$ cat src/rtl/mid_sum_reducer_pkg.sv
// Shared constants and sizing helpers for the pairwise-sum reduction pipeline.
package mid_sum_reducer_pkg;

    localparam int LANES_DEF  = 30;
    localparam int LANE_W_DEF = 2;
    localparam int ACC_W_DEF  = 16;
    localparam int GROUP_SIZE = 4;

    // Low bit of 1-based lane k inside the packed partial-sum bus.
    function automatic int lane_lo(input int k, input int lane_w);
        return (k - 32'sd1) * lane_w;
    endfunction

    function automatic int num_groups(input int lanes);
        return (lanes + GROUP_SIZE - 32'sd1) / GROUP_SIZE;
    endfunction

    // Total width must hold LANES copies of the largest lane value.
    function automatic int sum_width(input int lanes, input int lane_w);
        return $clog2(lanes * ((32'sd1 << lane_w) - 32'sd1) + 32'sd1);
    endfunction

endpackage

$ cat src/rtl/mid_sum_reducer_if.sv
// Input and output valid/ready streams of the reducer, bundled for the top-level port list.
interface mid_sum_reducer_if
    import mid_sum_reducer_pkg::*;
#(
    parameter int LANES  = LANES_DEF,
    parameter int LANE_W = LANE_W_DEF,
    parameter int SUM_W  = sum_width(LANES_DEF, LANE_W_DEF)
);
    logic [LANES*LANE_W-1:0] partial_sums;
    logic                    in_valid;
    logic                    in_ready;
    logic [SUM_W-1:0]        sum;
    logic                    out_valid;
    logic                    out_ready;

    modport master (
        output partial_sums, in_valid, out_ready,
        input  in_ready, sum, out_valid
    );

    modport slave (
        input  partial_sums, in_valid, out_ready,
        output in_ready, sum, out_valid
    );
endinterface

$ cat src/rtl/mid_sum_reducer_stage.sv
// One pipeline stage: GROUPS parallel N-input adders sharing a single valid bit and enable.
module mid_sum_stage #(
    parameter int GROUPS = 1,
    parameter int N      = 4,
    parameter int IN_W   = 2,
    parameter int OUT_W  = 4
) (
    input  logic                     clk,
    input  logic                     reset,
    input  logic                     en_i,
    input  logic                     valid_i,
    input  logic [GROUPS*N*IN_W-1:0] data_i,
    output logic                     valid_o,
    output logic [GROUPS*OUT_W-1:0]  sum_o
);
    logic                    valid_q;
    logic [GROUPS*OUT_W-1:0] sum_q;
    logic [GROUPS*OUT_W-1:0] sum_d;

    // Per-group sum of N operands, zero-extended to the output width
    always_comb begin
        sum_d = '0;
        for (int g = 0; g < GROUPS; g++) begin
            for (int i = 0; i < N; i++) begin
                sum_d[g*OUT_W +: OUT_W] = sum_d[g*OUT_W +: OUT_W]
                                        + OUT_W'(data_i[(g*N + i)*IN_W +: IN_W]);
            end
        end
    end

    // Stage register: loads on enable, holds otherwise
    always_ff @(posedge clk) begin
        if (reset) begin
            valid_q <= 1'b0;
            sum_q   <= '0;
        end else if (en_i) begin
            valid_q <= valid_i;
            sum_q   <= sum_d;
        end else begin
            valid_q <= valid_q;
            sum_q   <= sum_q;
        end
    end

    assign valid_o = valid_q;
    assign sum_o   = sum_q;
endmodule

$ cat src/rtl/mid_sum_reducer.sv
// Three-stage adder-tree reduction of packed lane sums, plus saturating delivered-total accumulator and counter.
module mid_sum_reducer
    import mid_sum_reducer_pkg::*;
#(
    parameter int LANES  = LANES_DEF,
    parameter int LANE_W = LANE_W_DEF,
    parameter int SUM_W  = sum_width(LANES_DEF, LANE_W_DEF),
    parameter int ACC_W  = ACC_W_DEF
) (
    input  logic             clk,
    input  logic             reset,
    mid_sum_reducer_if.slave bus,
    input  logic             acc_clear,
    output logic [ACC_W-1:0] acc,
    output logic [ACC_W-1:0] result_count
);
    localparam int NG  = num_groups(LANES);
    localparam int NP  = (NG + 1) / 2;
    localparam int G_W = LANE_W + 2;
    localparam int P_W = G_W + 1;

    logic                           advance_s;
    logic [NG*GROUP_SIZE*LANE_W-1:0] lanes_pad_s;
    logic [NG*G_W-1:0]              group_sum_s;
    logic [NP*2*G_W-1:0]            group_pad_s;
    logic [NP*P_W-1:0]              pair_sum_s;
    logic                           s1_valid_s;
    logic                           s2_valid_s;

    logic [ACC_W-1:0] acc_q;
    logic [ACC_W-1:0] acc_d;
    logic [ACC_W-1:0] cnt_q;
    logic [ACC_W-1:0] cnt_d;
    logic [ACC_W:0]   acc_sum_s;
    logic             deliver_s;

    // A stalled output beat freezes the whole tree; bubbles travel like data.
    assign advance_s    = !bus.out_valid || bus.out_ready;
    assign bus.in_ready = advance_s;

    // Missing lanes of the last group and the odd group of the last pair read as zero
    always_comb begin
        lanes_pad_s = '0;
        lanes_pad_s[LANES*LANE_W-1:0] = bus.partial_sums;
        group_pad_s = '0;
        group_pad_s[NG*G_W-1:0] = group_sum_s;
    end

    mid_sum_stage #(.GROUPS(NG), .N(GROUP_SIZE), .IN_W(LANE_W), .OUT_W(G_W)) u_stage1 (
        .clk     (clk),
        .reset   (reset),
        .en_i    (advance_s),
        .valid_i (bus.in_valid),
        .data_i  (lanes_pad_s),
        .valid_o (s1_valid_s),
        .sum_o   (group_sum_s)
    );

    mid_sum_stage #(.GROUPS(NP), .N(2), .IN_W(G_W), .OUT_W(P_W)) u_stage2 (
        .clk     (clk),
        .reset   (reset),
        .en_i    (advance_s),
        .valid_i (s1_valid_s),
        .data_i  (group_pad_s),
        .valid_o (s2_valid_s),
        .sum_o   (pair_sum_s)
    );

    mid_sum_stage #(.GROUPS(1), .N(NP), .IN_W(P_W), .OUT_W(SUM_W)) u_stage3 (
        .clk     (clk),
        .reset   (reset),
        .en_i    (advance_s),
        .valid_i (s2_valid_s),
        .data_i  (pair_sum_s),
        .valid_o (bus.out_valid),
        .sum_o   (bus.sum)
    );

    // Accumulator/counter next state; a clear beats a same-cycle delivery
    always_comb begin
        deliver_s = bus.out_valid && bus.out_ready;
        acc_sum_s = {1'b0, acc_q} + (ACC_W+1)'(bus.sum);
        acc_d     = acc_q;
        cnt_d     = cnt_q;
        if (acc_clear) begin
            acc_d = '0;
            cnt_d = '0;
        end else if (deliver_s) begin
            acc_d = acc_sum_s[ACC_W] ? {ACC_W{1'b1}} : acc_sum_s[ACC_W-1:0];
            cnt_d = (&cnt_q) ? cnt_q : cnt_q + {{(ACC_W-1){1'b0}}, 1'b1};
        end else begin
            acc_d = acc_q;
            cnt_d = cnt_q;
        end
    end

    // Accumulator/counter state register
    always_ff @(posedge clk) begin
        if (reset) begin
            acc_q <= '0;
            cnt_q <= '0;
        end else begin
            acc_q <= acc_d;
            cnt_q <= cnt_d;
        end
    end

    assign acc          = acc_q;
    assign result_count = cnt_q;
endmodule

$ cat src/flat_wrapper.sv
// flat-port wrapper written by rule: the top's interface ports become plain ports
module mid_sum_reducer_flat import mid_sum_reducer_pkg::*;
#(
    parameter int LANES  = LANES_DEF,
    parameter int LANE_W = LANE_W_DEF,
    parameter int SUM_W  = sum_width(LANES_DEF, LANE_W_DEF),
    parameter int ACC_W  = ACC_W_DEF
)
  (clk, reset, acc_clear, acc, result_count, bus_partial_sums, bus_in_valid, bus_out_ready, bus_in_ready, bus_sum, bus_out_valid);
  mid_sum_reducer_if #(.LANES(LANES), .LANE_W(LANE_W), .SUM_W(SUM_W)) bus_i ();
  input  logic clk;
  input  logic reset;
  input  logic acc_clear;
  output logic [ACC_W-1:0] acc;
  output logic [ACC_W-1:0] result_count;
  input wire logic [$bits(bus_i.partial_sums)-1:0] bus_partial_sums;
  input wire logic [$bits(bus_i.in_valid)-1:0] bus_in_valid;
  input wire logic [$bits(bus_i.out_ready)-1:0] bus_out_ready;
  output wire logic [$bits(bus_i.in_ready)-1:0] bus_in_ready;
  output wire logic [$bits(bus_i.sum)-1:0] bus_sum;
  output wire logic [$bits(bus_i.out_valid)-1:0] bus_out_valid;
  assign bus_i.partial_sums = bus_partial_sums;
  assign bus_i.in_valid = bus_in_valid;
  assign bus_i.out_ready = bus_out_ready;
  assign bus_in_ready = bus_i.in_ready;
  assign bus_sum = bus_i.sum;
  assign bus_out_valid = bus_i.out_valid;
  mid_sum_reducer #(.LANES(LANES), .LANE_W(LANE_W), .SUM_W(SUM_W), .ACC_W(ACC_W)) u_core (.clk(clk), .reset(reset), .bus(bus_i), .acc_clear(acc_clear), .acc(acc), .result_count(result_count));
endmodule
$ cat config.mk
export PLATFORM = sky130hd
export DESIGN_NAME = mid_sum_reducer_flat
export DESIGN_NICKNAME = d
export VERILOG_FILES = /design/src/rtl/mid_sum_reducer_pkg.sv /design/src/rtl/mid_sum_reducer_if.sv /design/src/rtl/mid_sum_reducer_stage.sv /design/src/rtl/mid_sum_reducer.sv /design/src/flat_wrapper.sv
export SDC_FILE = /design/constraint.sdc
export NUM_CORES = 1
export LEC_CHECK = 0
export ABC_CLOCK_PERIOD_IN_PS = 4600
export CELL_PAD_IN_SITES_DETAIL_PLACEMENT = 1
export CELL_PAD_IN_SITES_GLOBAL_PLACEMENT = 2
export CORE_MARGIN = 3
export CORE_UTILIZATION = 34
export CTS_CLUSTER_DIAMETER = 40
export DETAILED_ROUTE_END_ITERATION = 16
export GPL_TIMING_DRIVEN = 0
export HOLD_SLACK_MARGIN = 0.12
export PLACE_DENSITY_LB_ADDON = 0.1
export SLEW_MARGIN = 10
export SYNTH_ARGS = -nofsm -noshare
export SYNTH_HDL_FRONTEND = slang
export SYNTH_SLANG_ARGS = --single-unit
$ cat constraint.sdc
create_clock -name clk -period 4.6 [get_ports clk]
set_input_delay 0.92 -clock clk [delete_from_list [all_inputs] [get_ports clk]]
set_output_delay 0.92 -clock clk [all_outputs]
set_load 0.1 [all_outputs]
Yosys cells after proc, flatten, opt, wreduce, memory -nomap -nowiden
Cells that the tools add are included.
Word-level totals
  bits in registers: 94
  input port bits: 65
  output and inout bits: 41
  logic and storage cells: 47
Cells by class
  add/sub/neg operators: 31
  mux-type cells: 1
  bitwise gates (word level): 1
  reduce and logical (&&, ||, !) cells: 6
Operators by type and width (count)
  $add 3x2->4: 7
  $add 4x2->4: 7
  $add 2x2->3: 8
  $add 4x4->5: 4
  $add 16x7->17: 1
  $add 16x1->16 const B: 1
  $mux 16: 1
  $reduce_and 16->1: 1
  $add 6x5->7: 1
  $add 7x5->7: 1
  $add 5x5->6: 1
  $reduce_and 2->1: 1
  $reduce_or 2->1: 1
  $logic_and 1x1->1: 1
  $logic_not 1->1: 1
  $logic_or 1x1->1: 1
  $not 1->1: 1

Logic depth before layout (Yosys ltp)
Gate-level depths: netlist of the first run.
  depth in word-level cells: 3
  depth in mapped cells: 12
  mapped depth without buffers: 12

By module
From an unflattened synthesis of the first run, not the netlist that was laid out.
Second synthesis, totals
  cells, all modules: 597
  area total of the unflattened synthesis: 5983.2 um^2
Modules (own cells, without submodules)
  mid_sum_stage at u_core.u_stage1: instances 1, cells an instance 180, area an instance 2137.0 um^2, seq. area each 660.6 um^2
  mid_sum_reducer: instances 1, cells an instance 200, area an instance 1828.0 um^2, seq. area each 640.6 um^2
  mid_sum_stage at u_core.u_stage2: instances 1, cells an instance 134, area an instance 1267.5 um^2, seq. area each 420.4 um^2
  mid_sum_stage at u_core.u_stage3: instances 1, cells an instance 83, area an instance 750.7 um^2, seq. area each 160.2 um^2

Least setup slack after synthesis of the first run
OpenSTA, ideal clock, no wires.
  path kind: input -> output
  start point: in bus_out_ready
  end point: out bus_in_ready
  arrival time: 2.339 ns
  data required time: 3.680 ns
  setup slack: 1.341 ns
  cell stages on the path: 4
  buffers on the path: 2
  cell sequence: nor2b_1 inv_1 clkbuf_1 clkbuf_1
Between the ends
  word-level cells in the longest chain between the ends: 1
Ends and longest elaborated chain
  start: declaration: line flat_wrapper.sv:18  | input wire logic [$bits(bus_i.out_ready)-1:0] bus_out_ready;
  $logic_or 1x1->1: line mid_sum_reducer.sv:38  | assign advance_s = !bus.out_valid || bus.out_ready;
  end: declaration: line flat_wrapper.sv:19  | output wire logic [$bits(bus_i.in_ready)-1:0] bus_in_ready;
Every way passes these cells.

Worst setup path in the final report of the first run
Ends and elaborated chain as after synthesis.

==> impl_metrics.ini, run 1 <==
[pwr]
power_frac_clock_pct = 29.7
p_switching_uw = 898.4
p_leak_uw = 0.003063
powerDensity_nw_per_um2 = 352.2
p_seq_share_pct = 38.1
p_comb_share_pct = 32.2
vdd_drop_max_uv = 220.3
power.share.switching_pct = 34.85
p_int_uw = 1680

[logic_synthesis]
synth_flop_cell = dfxtp_1
syn_nets = 804
synthCells = 651
ys_types = 50
yosysSeqAreaShare_pct = 32.58
synth.avg_cell_area_um2 = 8.778
postSynth.asyncResetShare_pct = 0
synth_edf_count = 0
ys_seq_elements = 93
synth_area_um2 = 5714
yosys_warnings = 0

[timing]
hold_viol = 0
finalCriticalPeriod_ps = 4128
fmax_mhz = 242.3
slew_viol_final = 0
rsz0062_at_grt = false
skew_ps = 7.338
period_share_pct = 89.73
worst_pin_slew_ps = 980.8
slew-limit-headroom_pct = 34.41
setup_viol = 0

[route]
via_per_inst = 4.865
drtIter0Drc = 112
postRouteAntennaNets = 0
num_vias = 4802
routed_wl_mm = 15.30
wl_per_cell_um = 15.50
drc = 0
firstDrtPassIters = 4

[placement]
gp_congestion = 0.8364
hpwlAfterDp_mm = 12.16
placed_cells = 971
numPortBuffers = 104

[clock_tree]
htree_levels = 3
numCtsBuffers = 9
worst_skew_pair.late_latency_ps = 350
path_clk_slew_ps = 60
root_buffer = clkbuf_16
cts_tree = done
clock-sinks = 93
cts.path.max_buffers = 2

[finish]
instances_no_fill = 987
n_antenna_cell = 0
fin_nets = 919
areaGrowthSynthToFinish_pct = 28.09
final_core_util_pct = 45.26
drive_above_1_share_pct = 3.891

[setup_path]
cp_data_arrival_time_ps = 3210
required_ps = 3680
crit_fanout = 10
critical_path_class = primary input to output port
reg2reg_depth = 12
crit_path_start_kind = primary input
cp-end-kind = output port

[global_routing]
grt_pass1_vias = 5172
antenna_found_initial = 0
grt-ovfl-total = 0
grt_max_degree = 17
grt_pass1_wl_mm = 25.27
track_usage_pct = 17.35

[worst_hold_path]
whs_path_depth = 2
hp-class = flop to flop

[floorplan]
ios = 106
rows = 46
die_height_um = 135.6
core_um2 = 16170
die_x_um = 135.6
start_util_pct = 35.33
dieArea_um2 = 18400

[status]
status = completed

[run]
maxCapViolCount = 0
[repair_timing]
item	CTS	global route
setup buffers	0	0
hold endpoints to repair	0	0
hold buffers	0	0
gates resized for setup	1	2
setup endpoints to repair	1	1
[worst paths after layout]
kind                                               start                        to  slack (ps)
worst min register to register  u_core.u_stage2.sum_o[3]  u_core.u_stage2.sum_o[3]         460
worst min-delay path            u_core.u_stage2.sum_o[3]  u_core.u_stage2.sum_o[3]         460
worst max-delay path                       bus_out_ready              bus_in_ready         470
worst max register to register  u_core.u_stage2.sum_o[1]  u_core.u_stage3.sum_o[5]        1520
[cell families (layout without fill, tap and decap cells)]
family | after synthesis | count (layout) | synth area share, %
AOI/OAI and AO/OA | 131 | 131 | 14.34
xor gates and xnor gates | 26 | 26 | 3.985
and+or+nand+nor | 199 | 199 | 16.51
buffers and inverters | 114 | 234 | 7.532
DFF | 93 | 93 | 32.58
adders and majority gates | 88 | 88 | 25.05
[metrics by stage]
stage | hold slack [ps] | power, uW | TNS, ps | cell area [um^2] | setup slack [ps]
final | 455.3 | 2578 | 0 | 7320 | 472.3
after global routing | 483.3 | 2769 | 0 | 7320 | 335.1
after CTS | 455.6 | 2623 | 0 | 7323 | 108.6
after detailed placement | 445.1 | 1846 | -237.4 | 7025 | -237.4
after global placement | 442.3 | 1814 | -241.6 | 7025 | -241.6
after floorplan | 431.9 | 1572 | 0 | 5714 | 1341
[final cells by class]
class                      instances  area [um^2]
timing repair buffer             104         1036
multi-input combinational        444         3422
clock inverter                     7        73.82
sequential                        93         1862
buffer                            26        100.1
inverter                          88        330.3
tap                              216        270.3
fill                            1921         8853
clock buffer                       9        225.2
[state kept, by name (all words and copies together), names as in the netlist]
register                 flops
u_core.u_stage1.sum_o       31
u_core.u_stage2.sum_o       20
u_core.u_stage2.valid_o      1
u_core.u_stage3.valid_o      1
u_core.u_stage1.valid_o      1
u_core.u_stage3.sum_o        7
u_core.result_count         16
u_core.acc                  16
[per-layer routing]
layer | global-route usage [%] | routed length (um)
met1 | 20.65 | 6571
met4 | 5.599 | 293
met3 | 2.340 | 498
met5 | 0 | 0
met2 | 32.13 | 7936
[synth_stat cells, types with 4 or more instances]
library cell,n,area share [%]
nor2_1,58,3.8
clkbuf_1,22,1.4
o21a_1,4,0.53
dfxtp_1,93,33
ha_1,44,9.6
fa_1,44,15
nor2b_1,9,0.99
a21oi_1,56,4.9
xnor2_1,24,3.7
o21ai_0,17,1.5
a21o_1,8,1.1
nor3_1,13,1.1
nand4_1,6,0.66
nand3_1,9,0.79
inv_1,88,5.8
nand2_1,78,5.1
a211oi_1,30,3.9
[power groups by stage]
stage / clock network (uW) / logic [uW] / registers, uW
6_report: 766 / 830 / 982
3_3_place_gp: 0 / 816 / 998
5_1_grt: 823 / 952 / 994
3_5_place_dp: 0 / 844 / 1000
2_1_floorplan: 0 / 478 / 1090
4_1_cts: 788 / 852 / 983
[worst max-delay path: stages]
cell	delay [ps]
clkdlybuf4s50_1	530
nor2b_1	90
inv_1	90
clkbuf_1	430
clkbuf_1	570
clkbuf_2	570
[placed cells by master (no fill, tap or decap), types with 3 or more instances in the layout]
master and n:
clkdlybuf4s50_1 103, dfxtp_1 93, inv_1 88, nand2_1 78, nor2_1 58, a21oi_1 56
fa_1 44, ha_1 44, a211oi_1 30, xnor2_1 24, clkbuf_1 22, o21ai_0 17
nor3_1 13, nor2b_1 9, nand3_1 9, clkbuf_16 9, a21o_1 8, nand4_1 6
o21a_1 4, and3_1 3, a311oi_1 3
Note: power is estimated with default switching activity, not from simulation.
==> run 2: changes to the inputs <==
- ABC_CLOCK_PERIOD_IN_PS: 4600 -> not set
- CORE_ASPECT_RATIO: not set -> 0.8
==> run 2 against run 1 <==
Against the previous run: sequential power down 0.5%; total power increased by 0.68%; cell count decreased by 0.10%; global-route usage up 1.0 points; clock-buffer cell count is 3 higher; hold slack gained 0.95 ps; sequential share of layout area is essentially flat; register-to-register slack worse by 110 ps; sequential cell count unchanged; combinational power is 4.2% higher; clock power is 2% lower; largest cell class unchanged; wire length is 3.1% higher.
==> impl_metrics.ini, run 2 (same netlist as run 1, synthesis figures left out) <==
[status]
status = completed

[route]
drtIter0Drc = 193
routed_wl_mm = 15.78
num_vias = 4835
drc = 0
via_per_inst = 4.904
firstDrtPassIters = 4
postRouteAntennaNets = 0
wl_per_cell_um = 16.00

[setup_path]
required_ps = 3680
cp-end-kind = output port
path_buf_inv = 5
max_stage_delay_ps = 930
crit_fanout = 10
path_cells = clkdlybuf4s50_1 -> nor2b_1 -> inv_1 -> clkbuf_1 -> clkbuf_1 -> dlygate4sd2_1
critical_path_class = primary input to output port
cpLargestDelayFamily = buffers and inverters
crit_path_start_kind = primary input
slowest_stage = dlygate4sd2_1
cp_data_arrival_time_ps = 3510
cpMostUsedCell = clkbuf_1

[floorplan]
die_x_um = 150.9
core_um2 = 16110
rows = 41
die_height_um = 122.0
start_util_pct = 35.47
ios = 106
dieArea_um2 = 18410

[timing]
fmax_mhz = 225.5
finalCriticalPeriod_ps = 4434
period_share_pct = 96.40
slew-limit-headroom_pct = 34.30
worst_pin_slew_ps = 982.4
skew_ps = 5.036
setup_viol = 0
hold_viol = 0
hold_slack_ps = 456.2
slew_viol_final = 0
rsz0062_at_grt = false

[clock_tree]
root_buffer = clkbuf_16
clock-sinks = 93
worst_skew_pair.late_latency_ps = 350
cts_setup_buffers = 0
cts_tree = done
htree_levels = 3
cts.path.max_buffers = 2
path_clk_slew_ps = 60
hold_buffers = 0
numCtsBuffers = 9

[pwr]
p_leak_uw = 0.003059
vdd_drop_max_uv = 263.9
powerDensity_nw_per_um2 = 354.7

[finish]
final_core_util_pct = 45.42
multi_input_area_um2 = 3422
fin_nets = 919
n_antenna_cell = 0
layout_common_cells = 103 x clkdlybuf4s50_1, 93 x dfxtp_1, 88 x inv_1
largest_reg_flops = 31
instances_no_fill = 986
ff_latch_area_um2 = 1862
drive_above_1_share_pct = 3.502
areaGrowthSynthToFinish_pct = 28.05
fin_area_um2 = 7317
final_common_cell = clkdlybuf4s50_1
fillers = 1907

[worst_hold_path]
hp-class = flop to flop

[run]
maxCapViolCount = 0

[placement]
dpl_cell_area_um2 = 7024
gp_congestion = 0.8456
placed_cells = 970
hpwlAfterDp_mm = 12.37
numPortBuffers = 104

[global_routing]
grt_pass1_wl_mm = 26.79
track_usage_pct = 18.35
grt_pass1_vias = 5328
grt-ovfl-total = 0
grt_max_degree = 15
antenna_found_initial = 0
## run 2: changes by cell type in the layout (fill, tap and decap cells not counted), sizes merged
cell	change
dlygate4sd2	+1
clkinv	-1
inv	-2
clkbuf	+2
## run 2: layout make-up
type	count	area share (%)
Multi-Input combinational cell	444	46.77
Sequential cell	93	25.44
Timing Repair Buffer	104	14.21
Inverter	88	4.514
Tap cell	215	3.676
Clock buffer	12	3.369
Buffer	26	1.368
Clock inverter	4	0.6498
## run 2: routing by layer
| layer | track usage [%] | wire length (um) | vias to the layer above |
|---|---|---|---|
| met4 | 3.737 | 135 | 0 |
| met5 | 0 | 0 | - |
| li1 | - | - | 2389 |
| met3 | 3.942 | 654 | 11 |
| met1 | 26.04 | 7795 | 2350 |
| met2 | 29.02 | 7190 | 85 |
## run 2: worst register-to-register path, stage by stage (launching register included)
cell	delay, ps
dfxtp_1	330
inv_1	80
fa_1	550
inv_1	60
fa_1	510
ha_1	180
inv_1	60
fa_1	370
nor2b_1	160
o21a_1	150
nor3_1	50
or3b_2	470
a21oi_1	160
## run 2: worst paths after layout
path,start,endpoint,slack [ps],cells after the start
worst min register to register,u_core.u_stage2.sum_o[3],u_core.u_stage2.sum_o[3],460,2
worst max register to register,u_core.u_stage2.sum_o[1],u_core.u_stage3.sum_o[5],1410,12
worst min-delay path,u_core.u_stage2.sum_o[3],u_core.u_stage2.sum_o[3],460,2
worst max-delay path,bus_out_ready,bus_in_ready,170,6
## run 2: timing repair
item / 4_1_cts / 5_1_grt
endpoints found under the hold margin: 0 / 0
setup endpoints to repair: 1 / 0
resized for setup: 1 / 0
## run 2: metrics by stage
stage / setup slack (ps) / total power (uW) / TNS [ps]
after floorplan: 1341 / 1572 / 0
after global placement: -180.8 / 1838 / -180.8
after detailed placement: -207.7 / 1863 / -207.7
after CTS: 100.9 / 2635 / 0
after global routing: 6.472 / 2807 / 0
final: 165.8 / 2596 / 0
## run 2: report_power, final
part | leakage [uW] | internal [uW] | switching [uW]
registers | 0.000762 | 902 | 74.5
clock network | 0.000143 | 435 | 319
logic | 0.00215 | 361 | 504
total | 0.00306 | 1700 | 897
==> RTL edit, RTL diff (flow settings as in run 1) <==
`ACC_W_DEF`: 16 -> 20.
--- a/src/rtl/mid_sum_reducer_pkg.sv
+++ b/src/rtl/mid_sum_reducer_pkg.sv
@@ -3,7 +3,7 @@
 
     localparam int LANES_DEF  = 30;
     localparam int LANE_W_DEF = 2;
-    localparam int ACC_W_DEF  = 16;
+    localparam int ACC_W_DEF  = 20;
     localparam int GROUP_SIZE = 4;
 
     // Low bit of 1-based lane k inside the packed partial-sum bus.
Interface: changed (resized acc and result_count); port bits go from 106 to 114. The function was not compared with the original's and may differ.
==> RTL edit against run 1 <==
Synthesized area grew 4.8%. Routed wire length rose by 3.5%. Final cell count rose by 4.9%. First-iteration DRC count rose by 35%. Sequential share of layout area grew 0.67 points. Total power is 8.5% higher. Final area grew 5.8%. Setup slack worse by 0.0011 ns. Sequential cell count is 8 higher. Critical path type unchanged. Largest power group unchanged. Highest routed layer unchanged.
==> RTL edit: results (changes against run 1) <==
metric,value,unit,change
status,finished clean,,
vias in the first global route,5491,,+6.2%
fraction of area in registers,0.261,,+0.00666
Syn Area/Cell,8.71,um^2,-0.72%
Multi-Input Combinational,460,,+3.6%
routed wl met2,8.38,mm,+5.5%
fraction of area in multi-input gates,0.451,,-0.0169
Lkg Pwr,3.27,nW,+6.9%
number of ordinary inverters in the final layout,99,,+13%
Seq cells,101,,+8.6%
"top cells by area, synth","dfxtp_1 (34%), fa_1 (15%), ha_1 (9.2%)",,
first-pass GRT wire length,26.7,mm,+5.5%
Worst Hold End,u_core.u_stage1.valid_o,,
vias per cell,4.89,,+0.41%
Post-Synth XOR/XNOR Area,0.0512,,+0.0114
# clk buffers,13,,+4
Commonest cells post-synth,"dfxtp_1 (101), inv_1 (98), nand2_1 (84)",,
layout cells sized above 1,0.0331,,-0.00578
post-synthesis sequential area ratio,0.338,,+0.0119
Clock Skews,0.00713,ns,-0.000213 ns
met3 Usage GRT,0.0221,,-0.00133
R2R setup slack,1.84,ns,+0.32 ns
fin util,0.457,,+0.00480
DR WL/cell,15.3,um,-1.3%
Area after DPL,7380,um^2,+5.1%
adder-cell area share of the yosys netlist,0.239,,-0.0114
Place WS,0.0231,ns,+0.260 ns
GR Layer Usage met2,0.312,,-0.00917
NonClk Buf Share,0.158,,+0.00308
met1 wire length,6.85,mm,+4.2%
Post-Syn Nets,840,,+4.5%
Max VDD drop,206,uV,-6.3%
Detail Placement HPWL,12.6,mm,+3.6%
Placed Cells,1019,,+4.9%
via count,5056,,+5.3%
GRT Util Overall,0.168,,-0.00585
CTS resizes,0,,-1
met1 Usage GRT,0.205,,-0.00139
RePlAce Congestion,0.812,,-2.9%
mux cell area share after synthesis,0.00167,,+0.00167
R2R depth,7,,-5
Non-Clock Buffer Count,139,,+6.9%
DR WL met3,444,um,-11%
Post-Synthesis Cell Area,5990,um^2,+4.8%
Cell variety after synth,43,,-14%
Reg2Reg Launch Point,u_core.u_stage3.sum_o[0],,
Rel. slew slack,0.342,,-0.00201
Port Buf Inserts,112,,+7.7%
## RTL edit: changes by cell type in the layout (fill, tap and decap cells not counted), sizes merged, moves of 7 or more
cell,before,now
a21oi,56,69
nor3,13,5
inv,90,99
clkbuf,32,39
and3,4,13
dfxtp,93,101
xor2,2,17
a211oi,30,21
clkdlybuf4s50,103,111
nand3,9,17
## RTL edit: where the power goes
group / switching [mW] / internal, mW
Sequential: 0.0690 / 0.971
Combinational: 0.488 / 0.351
Clock: 0.340 / 0.577
Total: 0.897 / 1.90
## RTL edit: worst max-delay path by stage
stage,startpoint,to,slack (ns),cells past startpoint
floorplan,bus_out_ready,bus_in_ready,1.45,4
global placement,bus_out_ready,bus_in_ready,0.02,6
detailed placement,bus_out_ready,bus_in_ready,0.02,6
CTS,bus_out_ready,bus_in_ready,0.005,6
global route,bus_out_ready,bus_in_ready,0.32,6
finish,bus_out_ready,bus_in_ready,0.47,6
